`src/rtl/uart_pkg.sv`:
```
// Shared UART definitions: receiver FSM states, legal prescale values,
// parity-type encodings and a majority-vote helper.
package uart_pkg;

  typedef enum logic [2:0] {
    StIdle,
    StStart,
    StData,
    StParity,
    StStop
  } rx_state_t;

  // Legal clocks-per-bit settings
  localparam int unsigned PRESCALE_8  = 8;
  localparam int unsigned PRESCALE_16 = 16;
  localparam int unsigned PRESCALE_32 = 32;

  // Parity type encodings, shared with the transmitter
  localparam logic PAR_EVEN = 1'b0;
  localparam logic PAR_ODD  = 1'b1;

  // 2-of-3 majority
  function automatic logic maj3(input logic a, input logic b, input logic c);
    return (a & b) | (a & c) | (b & c);
  endfunction

endpackage

```
`src/rtl/uart_rx_sampler.sv`:
```
// Per-bit edge counter and three-point majority sampler for the UART receiver.
// Samples the line at edges P/2-1, P/2 and P/2+1; the voted bit is presented
// (registered) during edge P/2+2. 'vote' is the same majority available
// combinationally during edge P/2+1 so the caller can register results early.
module uart_rx_sampler
  import uart_pkg::*;
#(
  parameter int unsigned PRESCALE_W = 6
) (
  input  logic                  clk,
  input  logic                  rst,
  input  logic                  rx_in,
  input  logic [PRESCALE_W-1:0] prescale,
  input  logic                  cnt_en,
  output logic [PRESCALE_W-1:0] edge_cnt,
  output logic                  bit_done,
  output logic                  sample_vld,
  output logic                  sampled_bit,
  output logic                  vote
);

  logic [PRESCALE_W-1:0] r_edge;
  logic                  r_s0;
  logic                  r_s1;
  logic                  r_vld;
  logic                  r_bit;

  logic [PRESCALE_W-1:0] w_last;
  logic [PRESCALE_W-1:0] w_half;
  logic [PRESCALE_W-1:0] w_half_m1;
  logic [PRESCALE_W-1:0] w_half_p1;

  assign w_last    = prescale - PRESCALE_W'(1);
  assign w_half    = prescale >> 1;
  assign w_half_m1 = w_half - PRESCALE_W'(1);
  assign w_half_p1 = w_half + PRESCALE_W'(1);

  assign vote        = maj3(r_s0, r_s1, rx_in);
  assign edge_cnt    = r_edge;
  assign bit_done    = (r_edge == w_last);
  assign sample_vld  = r_vld;
  assign sampled_bit = r_bit;

  // Edge counter wraps every bit period; idle holds it at 0 so the detection
  // cycle is edge 0. Samples are captured around mid-bit and voted.
  always_ff @(posedge clk) begin
    if (rst) begin
      r_edge <= '0;
      r_s0   <= 1'b0;
      r_s1   <= 1'b0;
      r_vld  <= 1'b0;
      r_bit  <= 1'b0;
    end else begin
      r_vld <= 1'b0;
      if (!cnt_en) begin
        r_edge <= '0;
      end else begin
        r_edge <= (r_edge == w_last) ? '0 : r_edge + PRESCALE_W'(1);
        if (r_edge == w_half_m1) r_s0 <= rx_in;
        if (r_edge == w_half)    r_s1 <= rx_in;
        if (r_edge == w_half_p1) begin
          r_vld <= 1'b1;
          r_bit <= vote;
        end
      end
    end
  end

endmodule

```
`src/rtl/uart_rx.sv`:
```
// Oversampling UART receiver: start / DATA_WIDTH data bits (LSB first) /
// optional parity / stop. Good frames load p_data and pulse data_valid;
// parity and stop failures pulse par_err / stp_err instead.
module uart_rx
  import uart_pkg::*;
#(
  parameter int unsigned DATA_WIDTH = 8,
  parameter int unsigned PRESCALE_W = 6
) (
  input  logic                  clk,
  input  logic                  rst,
  input  logic                  rx_in,
  input  logic [PRESCALE_W-1:0] prescale,
  input  logic                  par_en,
  input  logic                  par_typ,
  output logic [DATA_WIDTH-1:0] p_data,
  output logic                  data_valid,
  output logic                  par_err,
  output logic                  stp_err
);

  localparam int unsigned BitCntW = (DATA_WIDTH > 1) ? $clog2(DATA_WIDTH) : 1;
  localparam logic [BitCntW-1:0] LastBit = BitCntW'(DATA_WIDTH - 1);

  rx_state_t             r_state;
  logic [BitCntW-1:0]    r_bit_cnt;
  logic [DATA_WIDTH-1:0] r_shift;
  logic [PRESCALE_W-1:0] r_prescale;
  logic                  r_par_en;
  logic                  r_par_typ;
  logic                  r_par_flag;
  logic [DATA_WIDTH-1:0] r_p_data;
  logic                  r_data_valid;
  logic                  r_par_err;
  logic                  r_stp_err;

  logic                  w_detect;
  logic                  w_to_idle;
  logic                  w_cnt_en;
  logic [PRESCALE_W-1:0] w_prescale;
  logic [PRESCALE_W-1:0] w_edge_cnt;
  logic [PRESCALE_W-1:0] w_half_p1;
  logic                  w_vote_stb;
  logic                  w_bit_done;
  logic                  w_sample_vld;
  logic                  w_sampled_bit;
  logic                  w_vote;
  logic                  w_exp_par;

  assign w_detect  = (r_state == StIdle) && !rx_in;
  assign w_to_idle = w_sample_vld &&
                     (((r_state == StStart) && w_sampled_bit) || (r_state == StStop));
  assign w_cnt_en  = w_detect || ((r_state != StIdle) && !w_to_idle);
  // Live prescale on the detection cycle, captured copy for the rest of the frame
  assign w_prescale = w_detect ? prescale : r_prescale;
  assign w_half_p1  = (r_prescale >> 1) + PRESCALE_W'(1);
  // Stop results are registered one edge early so they show during edge P/2+2
  assign w_vote_stb = (w_edge_cnt == w_half_p1);
  assign w_exp_par  = (^r_shift) ^ (r_par_typ == PAR_ODD);

  assign p_data     = r_p_data;
  assign data_valid = r_data_valid;
  assign par_err    = r_par_err;
  assign stp_err    = r_stp_err;

  uart_rx_sampler #(
    .PRESCALE_W (PRESCALE_W)
  ) u_sampler (
    .clk         (clk),
    .rst         (rst),
    .rx_in       (rx_in),
    .prescale    (w_prescale),
    .cnt_en      (w_cnt_en),
    .edge_cnt    (w_edge_cnt),
    .bit_done    (w_bit_done),
    .sample_vld  (w_sample_vld),
    .sampled_bit (w_sampled_bit),
    .vote        (w_vote)
  );

  // Frame FSM with bit counter, shift register, parity flag and result pulses
  always_ff @(posedge clk) begin
    if (rst) begin
      r_state      <= StIdle;
      r_bit_cnt    <= '0;
      r_shift      <= '0;
      r_prescale   <= '0;
      r_par_en     <= 1'b0;
      r_par_typ    <= 1'b0;
      r_par_flag   <= 1'b0;
      r_p_data     <= '0;
      r_data_valid <= 1'b0;
      r_par_err    <= 1'b0;
      r_stp_err    <= 1'b0;
    end else begin
      r_data_valid <= 1'b0;
      r_par_err    <= 1'b0;
      r_stp_err    <= 1'b0;
      unique case (r_state)
        StIdle: begin
          if (!rx_in) begin
            r_state    <= StStart;
            r_prescale <= prescale;
            r_par_en   <= par_en;
            r_par_typ  <= par_typ;
            r_par_flag <= 1'b0;
            r_bit_cnt  <= '0;
          end
        end
        StStart: begin
          if (w_sample_vld && w_sampled_bit) begin
            r_state <= StIdle;  // line was high at mid-bit: glitch
          end else if (w_bit_done) begin
            r_state <= StData;
          end
        end
        StData: begin
          if (w_sample_vld) r_shift <= {w_sampled_bit, r_shift[DATA_WIDTH-1:1]};
          if (w_bit_done) begin
            if (r_bit_cnt == LastBit) begin
              r_bit_cnt <= '0;
              r_state   <= r_par_en ? StParity : StStop;
            end else begin
              r_bit_cnt <= r_bit_cnt + BitCntW'(1);
            end
          end
        end
        StParity: begin
          if (w_sample_vld && (w_sampled_bit != w_exp_par)) r_par_flag <= 1'b1;
          if (w_bit_done) r_state <= StStop;
        end
        StStop: begin
          if (w_vote_stb) begin
            r_stp_err <= !w_vote;
            r_par_err <= r_par_flag;
            if (w_vote && !r_par_flag) begin
              r_p_data     <= r_shift;
              r_data_valid <= 1'b1;
            end
          end
          // Leave mid-stop-bit so a back-to-back start bit is seen on its first low cycle
          if (w_sample_vld) r_state <= StIdle;
        end
        default: r_state <= StIdle;
      endcase
    end
  end

endmodule

```
`config.mk`:
```
export PLATFORM = sky130hd
export DESIGN_NAME = uart_rx
export DESIGN_NICKNAME = d
export VERILOG_FILES = /design/src/rtl/uart_pkg.sv /design/src/rtl/uart_rx_sampler.sv /design/src/rtl/uart_rx.sv
export SDC_FILE = /design/constraint.sdc
export NUM_CORES = 1
export LEC_CHECK = 0
export BUFFER_PORTS_ARGS = -buffer_cell sky130_fd_sc_hd__buf_4
export CORE_ASPECT_RATIO = 1.4
export CORE_UTILIZATION = 55
export CTS_CLUSTER_SIZE = 24
export DETAILED_ROUTE_END_ITERATION = 8
export PLACE_DENSITY = 0.72
export SETUP_SLACK_MARGIN = 0.2
export SYNTH_ARGS = -nofsm -noshare
export SYNTH_HDL_FRONTEND = slang
export SYNTH_SLANG_ARGS = --single-unit
export TNS_END_PERCENT = 100
```
`constraint.sdc`:
```
create_clock -name clk -period 4.2 [get_ports clk]
set_clock_uncertainty 0.1 [all_clocks]
set_input_delay 0.21 -clock clk [delete_from_list [all_inputs] [get_ports clk]]
set_output_delay 0.21 -clock clk [all_outputs]
set_load 0.005 [all_outputs]
```
== After elaboration in Yosys (flattened, before gate mapping) ==
Index checks and enable logic that the tools add are counted.

* Register bits after elaboration: 44
* Input bits: 11
* Output and inout port bits: 11
* Word-level logic and storage cells: 99

* Add/subtract/negate cells: 6
* Equality and inequality tests: 18
* Multiplexer cells: 19
* Bitwise logic cells: 10
* Reduce and logical (&&, ||, !) cells: 30

{| class="wikitable"
|+ Operators by type and width
! cell !! count
|-
| $mux 3 || 11
|-
| $eq 6x6->1 || 4
|-
| $pmux 3 s5 || 1
|-
| $add 5x1->6 const B || 2
|-
| $reduce_and 2->1 || 5
|-
| $reduce_and 3->1 || 3
|-
| $reduce_xor 8->1 || 1
|-
| $logic_and 1x1->1 || 7
|-
| $add 6x1->6 const B || 1
|-
| $eq 3x2->1 const B || 2
|-
| $eq 3x3->1 const B || 2
|-
| $eq 6x5->1 || 1
|-
| $mux 6 || 1
|-
| $ne 2x1->1 const B || 3
|-
| $ne 2x2->1 const B || 3
|-
| $pmux 3 s2 || 1
|-
| $reduce_and 6->1 || 1
|-
| $reduce_or 3->1 || 2
|-
| $sub 5x1->6 const B || 1
|-
| $sub 6x1->6 const B || 1
|-
| $logic_not 1->1 || 4
|-
| $mux 1 || 4
|-
| $not 1->1 || 4
|-
| $reduce_bool 2->1 || 2
|-
| other kinds (12) || 16
|}

== Logic depth before layout (Yosys ltp) ==
Gate-level depths: netlist (run 1).

* Depth in word-level cells: 9
* Mapped depth: 14
* Depth with buffers taken out: 11

== Cells and area by module ==
From an unflattened synthesis (run 1), not the netlist that was laid out.

* Cells, all modules: 311
* Area total of the unflattened synthesis: 2651.3 um2

{| class="wikitable"
|+ Modules (own cells, without submodules)
! module !! times used !! cells each !! area an instance (um2) !! seq. area each (um2)
|-
| uart_rx || 1 || 202 || 1732.9 || 680.7
|-
| uart_rx_sampler || 1 || 109 || 918.4 || 200.2
|}

== Worst setup path after synthesis (run 1) ==
No wires, ideal clock.

* Path kind: register to register
* Start point: register r_state[0]
* End point: register r_bit_cnt[0]
* Setup time: 0.121 ns
* Arrival time: 3.595 ns
* Data required time: 3.979 ns
* Setup slack: 0.384 ns
* Stages on the path, launching flop included: 13
* Buffers on the path: 2
* Clock period less this slack: 3.816 ns
* Path through: dfxtp_1 > buf_2 > or4_4 > buf_6 > mux2i_1 > ha_1 > nor3b_1 > a221oi_1 > nand2b_1 > or3b_4 > nor4_4 > nand2_2 > mux2_4

* Longest elaborated chain between the ends: 7
* Elaborated cells on any way between the ends: 11
* Those cells by class: add/sub (1); eq/ne (4); mux (2); reduce/logical (4)

{| class="wikitable"
|+ Ends and longest elaborated chain
! element !! RTL line !! source
|-
| start, declared || uart_rx.sv:25 || <nowiki>rx_state_t r_state;</nowiki>
|-
| start signal, assigned || uart_rx.sv:84 || <nowiki>r_state <= StIdle;</nowiki>
|-
| start signal, assigned || uart_rx.sv:102 || <nowiki>r_state <= StStart;</nowiki>
|-
| start signal, assigned || uart_rx.sv:112 || <nowiki>r_state <= StIdle;</nowiki>
|-
| $logic_not 3->1 || uart_rx.sv:50, uart_rx.sv:99 ||
|-
| $logic_and 1x1->1 || uart_rx.sv:50 || <nowiki>assign w_detect = (r_state == StIdle) && !rx_in;</nowiki>
|-
| $mux 6 || uart_rx.sv:55 || <nowiki>assign w_prescale = w_detect ? prescale : r_prescale;</nowiki>
|-
| $sub 6x1->6 || uart_rx_sampler.sv:33 || <nowiki>assign w_last = prescale - PRESCALE_W'(1);</nowiki>
|-
| $eq 6x6->1 || uart_rx_sampler.sv:40 || <nowiki>assign bit_done = (r_edge == w_last);</nowiki>
|-
| $ne 2x1->1 (no line) || -- ||
|-
| $reduce_and 3->1 (no line) || -- ||
|-
| end signal, assigned || uart_rx.sv:124 || <nowiki>r_bit_cnt <= r_bit_cnt + BitCntW'(1);</nowiki>
|-
| end, declared || uart_rx.sv:26 || <nowiki>logic [BitCntW-1:0] r_bit_cnt;</nowiki>
|}

Parallel ways exist; a longest one is shown, timed or not.
A chain may end at the register's enable or synchronous reset.

== Final worst setup path (run 1) ==
Same ends and word-level chain as after synthesis.

==> flow_summary.ini, run 1 <==
[run_status]
outcome = finished clean

[detailed_routing]
wirelength_um = 6102
drcViolationCount = 0
first_pass_iters = 4
drtIter0Drc = 121
ant_nets = 0
drt-wirelength-per-cell_um = 14.99
viasPerCell = 5.639
vias = 2295

[cts]
clockRootBuffer = clkbuf_8
postCtsSetupBuffers = 0
clk_pin_slew_worst_paths_ns = 0.08
cts_resized = 0
postCtsHoldBufs = 0
cts_tree = done
cts_sinks = 44
cts_max_path_buffers = 2
cts_made_buffers = 5
htree_levels = 2
insertion_delay_ns = 0.29

[critical_path]
ff2ff_path_depth = 10
cp_data_arrival_time_ns = 3.86
worstPathRequired_ns = 4.28
crit_end = r_bit_cnt[0]
worstReg2RegEnd = r_bit_cnt[0]
reg2reg_from = r_state[0]
r2r_slack_ns = 0.43
crit_path_start = r_state[0]
worstPathMaxFanout = 10
crit_type = register to register
end_kind = register
startpoint_type = register

[cells_and_area]
finish.instance_area_mm2 = 0.003087
nNetsFinal = 360
mostFrequentLayoutCells = dfxtp_1 (44), nor2_1 (39), nand2_1 (35)
fillers = 447
area_growth_syn_to_layout_pct = 9.401
antenna_cells = 0
final_common_cell = dfxtp_1
stdcell_count = 407
drive_gt1_share_pct = 16.33

[sta]
worst_slew_pin_slew_ns = 0.6599
setup_tns_ns = 0
fmax_mhz = 265.0
rsz0062_at_grt = false
final_hold_viol_count = 0
maxSlewViolCount = 0
slew_headroom_pct = 55.68
period_share_pct = 89.86
setup_viol = 0
worst_slack_ns = 0.4257
period_minus_slack_ns = 3.774

[placement]
post-place-cells = 399
dpl-instance-area_mm2 = 0.002992
dpl.hpwl_um = 4442
io_buffers = 21
gp_congestion = 0.8654
preCtsSetupSlack_ns = 0.2984

[global_route]
antenna_found_initial = 0
met2_usage_pct = 44.66
top_usage_layer = met2
grt.overflow.total = 0
grt.met3_usage_pct = 3.553
track_usage_pct = 24.34
grt_pass1_wl_um = 10250
met1_usage_pct = 26.76
grt_pass1_vias = 2189
grt_max_degree = 44

[yosys]
syn_area_mm2 = 0.002821
synth-async-reset-ratio_pct = 0
synth_cell_types = 51
synth_cells = 331
ys_ff_latch = 44
synth_ff_type = dfxtp_1
synth_area_per_cell_um2 = 8.524
synth.net_count = 349
yosys_warnings = 0
synth_edf_count = 0
ys_seq_area_share_pct = 31.22

[die]
die-area_mm2 = 0.005424
die_w_um = 62.53
start_util_pct = 57.82
core_mm2 = 0.004880
num_rows = 30
io_pins = 22
die-height_um = 86.75

[power_and_ir_drop]
vdd_ir_drop_max_v = 0.0002429
p_leak_nw = 1.221
finalPower_mw = 0.9164
power_density_mw_per_mm2 = 296.9

[worst_hold_path]
hold_path_class = input pin to register

[flow_run]
cap_violations = 0
-- worst max-delay path, stage by stage, from the launching register on --
cell and delay [ns]:
dfxtp_1 0.43, or4_4 0.63, mux2i_4 0.28, ha_1 0.27, nor3b_2 0.31, a221oi_1 0.13, nand2b_1 0.19, or3b_4 0.40
nor4_4 0.46, nand2_2 0.16, mux2_4 0.31
-- metrics by stage --
step                utilization [%]  hold WS, ns
global route                  63.26      0.06783
finish                        63.26      0.06332
detailed placement            61.31       0.3569
CTS                           63.15      0.05431
floorplan                         -       0.2460
global placement              61.31       0.3508
-- cell type report --
type                    count  area [um2]  share of cell area (%)
repair buffers             26       195.2                   6.323
flip-flops and latches     44       880.8                   28.54
clock buffers               8       90.09                   2.919
inverters                   5       18.77                  0.6080
well taps                  64       80.08                   2.594
multi-input cells         260        1822                   59.02
-- state kept, by name, summed over array words and instances, names as in the netlist --
| signal | flops |
|---|---|
| p_data | 8 |
| r_shift | 8 |
| r_prescale | 6 |
| u_sampler.edge_cnt | 6 |
| r_bit_cnt | 3 |
| r_state | 3 |
| data_valid | 1 |
| par_err | 1 |
| r_par_en | 1 |
| r_par_flag | 1 |
| r_par_typ | 1 |
| stp_err | 1 |
| u_sampler.r_s0 | 1 |
| u_sampler.r_s1 | 1 |
| u_sampler.sample_vld | 1 |
| u_sampler.sampled_bit | 1 |
-- worst min path at each step --
stage                              end  slack [ns]          from  cells past startpoint
after floorplan              r_par_typ        0.25       par_typ                      2
after global placement    r_bit_cnt[1]        0.35  r_bit_cnt[1]                      2
after detailed placement       par_err        0.36    r_par_flag                      2
after CTS                    r_par_typ        0.05       par_typ                      3
after global routing         r_par_typ        0.07       par_typ                      3
final                        r_par_typ        0.06       par_typ                      3
-- cells in the mapped netlist (all sizes together), types with 3 or more instances --
master    n  share of area, %
mux2i    26                11
nand2b   14               3.1
clkbuf   16               2.1
xnor2    31               9.9
nor3      5              0.89
nand3    12               2.3
a21oi    17               3.0
buf       6               1.6
a31oi     3              0.67
nor2     45               6.5
nand2    36               4.9
nor4      5               2.2
inv       5              0.67
and2      3              0.67
o2111ai   4               1.5
nor3b     5               1.3
ha        7               3.1
a211oi    4               1.1
dfxtp    44                31
a221oi    3              0.93
xor2     13               4.0
o21ai     3              0.53
or2       3              0.67
-- power breakdown --
part           total [mW]  switching [mW]  internal (mW)
sequential          0.446          0.0199          0.426
clock               0.272           0.137          0.134
combinational       0.199           0.107         0.0920
total               0.916           0.264          0.652
-- metal layers --
layer,vias up,share of wire [%]
li1,1142,-
met1,1076,41
met2,61,52
met3,16,3.2
met4,0,3.1
met5,-,0
-- cell families (layout without fill, tap and decap cells) --
| group | count (synthesis) | count (layout) | synth area share, % |
|---|---|---|---|
| mux | 27 | 27 | 11.35 |
| compound gates | 37 | 37 | 8.692 |
| fa+ha+maj | 8 | 8 | 3.459 |
| flops | 44 | 44 | 31.22 |
| buf+inv | 27 | 39 | 4.390 |
| simple gates | 144 | 144 | 26.96 |
| xor+xnor | 44 | 44 | 13.92 |
No activity file was read; power rests on OpenSTA's default activity.
==> run 2: changes to the inputs <==
--- a/config.mk
+++ b/config.mk
@@ -7,10 +7,10 @@
 export LEC_CHECK = 0
 export BUFFER_PORTS_ARGS = -buffer_cell sky130_fd_sc_hd__buf_4
 export CORE_ASPECT_RATIO = 1.4
-export CORE_UTILIZATION = 55
+export CORE_UTILIZATION = 45
 export CTS_CLUSTER_SIZE = 24
 export DETAILED_ROUTE_END_ITERATION = 8
-export PLACE_DENSITY = 0.72
+export PLACE_DENSITY = 0.61
 export SETUP_SLACK_MARGIN = 0.2
 export SYNTH_ARGS = -nofsm -noshare
 export SYNTH_HDL_FRONTEND = slang
==> flow_summary.ini, run 2 (synthesized netlist as in run 1, its figures left out) <==
[run_status]
outcome = finished clean

[cells_and_area]
area_growth_syn_to_layout_pct = 10.07
mostFrequentLayoutCells = dfxtp_1 (44), nor2_1 (39), nand2_1 (35)
drive_gt1_share_pct = 16.86
fillers = 621
nNetsFinal = 361
antenna_cells = 0
final_common_cell = dfxtp_1

[sta]
whs_ns = 0.05650
final_hold_viol_count = 0
slew_headroom_pct = 60.33
maxSlewViolCount = 0
fmax_mhz = 274.1
setup_viol = 0
worst_slew_pin_slew_ns = 0.5942
period_minus_slack_ns = 3.648
setup_tns_ns = 0
period_share_pct = 86.87
rsz0062_at_grt = false

[worst_hold_path]
hold_path_class = input pin to register
min_from = par_typ
min_to = r_par_typ
hold_depth = 3

[detailed_routing]
drt-wirelength-per-cell_um = 14.91
highest_layer = met4
vias = 2261
viasPerCell = 5.461
route.met2.wl_um = 3167
ant_nets = 0
drtIter0Drc = 104
met3_length_um = 147
m1WireLength_um = 2686
drcViolationCount = 0
wirelength_um = 6172
first_pass_iters = 4

[critical_path]
cp_data_arrival_time_ns = 3.74
path_buf_inv = 0
crit_path_top_delay_cell = or4_4
reg2reg_from = r_state[2]
crit_type = register to register
cp_cell_sequence = or4_4, mux2i_4, ha_1, nor3b_2, a221oi_1, nand2b_1, or3b_4, nor4_4, nand2_2, mux2_4
slowest_delay_ns = 0.64
startpoint_type = register
end_kind = register
worstPathMaxFanout = 11
worstReg2RegEnd = r_bit_cnt[0]
worstPathRequired_ns = 4.29
ff2ff_path_depth = 10
cp_top_family = simple AND/OR/NAND/NOR gates
r2r_slack_ns = 0.55

[cts]
clk_pin_slew_worst_paths_ns = 0.08
postCtsHoldBufs = 0
htree_levels = 2
insertion_delay_ns = 0.29
cts_sinks = 44
cts_max_path_buffers = 2
cts_made_buffers = 5
cts_tree = done
clockRootBuffer = clkbuf_8

[placement]
io_buffers = 21
gp_congestion = 0.8942
dpl.hpwl_um = 4550

[die]
start_util_pct = 47.45
die-height_um = 95.69
core_mm2 = 0.005946
io_pins = 22
die-area_mm2 = 0.006595
num_rows = 33
die_w_um = 68.92

[power_and_ir_drop]
vdd_ir_drop_max_v = 0.0001780
cellInternalPower_mw = 0.6532
swShare_pct = 28.93
pwr-share-comb_pct = 21.7
seqPwrFrac_pct = 48.5
p_leak_nw = 1.224
switchingPower_mw = 0.2659
power_density_mw_per_mm2 = 296.0
p_clk_share_pct = 29.8

[global_route]
grt.overflow.total = 0
antenna_found_initial = 0
grt_max_degree = 44
grt_pass1_wl_um = 10290
track_usage_pct = 20.92
grt_pass1_vias = 2142

[flow_run]
cap_violations = 0
[run 2: changes by cell type in the layout (fill, tap and decap cells not counted), sizes merged]
cell / delta
clkbuf: -1
buf: +1
clkinvlp: +1
[run 2: what timing repair did]
| item | in CTS | in global routing |
|---|---|---|
| buffers inserted | 0 | 0 |
| gates resized for setup | 0 | 1 |
| setup endpoints to repair | 0 | 7 |
[run 2: final cells by class]
type	instances	area, um2	area share [%]
inverter	5	18.77	0.6044
clock buffer	7	86.33	2.780
clock inverter	1	7.507	0.2417
sequential	44	880.8	28.36
tap	70	87.58	2.820
timing repair buffer	27	202.7	6.527
multi-input combinational	260	1822	58.66
[run 2: power by group through the flow]
stage	combinational (mW)	sequential [mW]	clock [mW]
3_5_place_dp	0.199	0.455	0
6_report	0.199	0.445	0.274
2_1_floorplan	0.169	0.442	0
3_3_place_gp	0.199	0.455	0
5_1_grt	0.221	0.448	0.297
4_1_cts	0.200	0.445	0.285
[run 2: worst min-delay path: stages]
cell,delay (ns)
buf_4,0.11
nand2_1,0.05
a21oi_1,0.05
[run 2: worst max-delay path by stage]
stage                          start            to  slack, ns  depth (start not counted)
after floorplan           r_state[0]  r_bit_cnt[0]       0.38                         12
after global placement         rx_in  r_bit_cnt[0]       0.35                         11
after detailed placement       rx_in  r_bit_cnt[0]       0.28                         11
after CTS                 r_state[2]  r_bit_cnt[0]       0.36                         10
after global routing      r_state[2]  r_bit_cnt[0]       0.32                         10
final                     r_state[2]  r_bit_cnt[0]       0.55                         10
[run 2: per-stage QoR]
| step | total power [mW] | cells | cell area, um2 | setup WS [ns] | util [%] |
|---|---|---|---|---|---|
| after floorplan | 0.6110 | 331 | 2821 | 0.3842 | - |
| after global placement | 0.6545 | 406 | 3007 | 0.3483 | 50.57 |
| after detailed placement | 0.6543 | 406 | 3007 | 0.2778 | 50.57 |
| after CTS | 0.9303 | 414 | 3100 | 0.3627 | 52.15 |
| after global routing | 0.9661 | 414 | 3105 | 0.3216 | 52.23 |
| final | 0.9191 | 414 | 3105 | 0.5515 | 52.23 |
[run 2: per-layer routing]
metal  track usage, %  vias up
met5                0        -
met1            24.98     1070
met4            8.333        0
li1                 -     1145
met2            36.57       34
met3            2.962       12
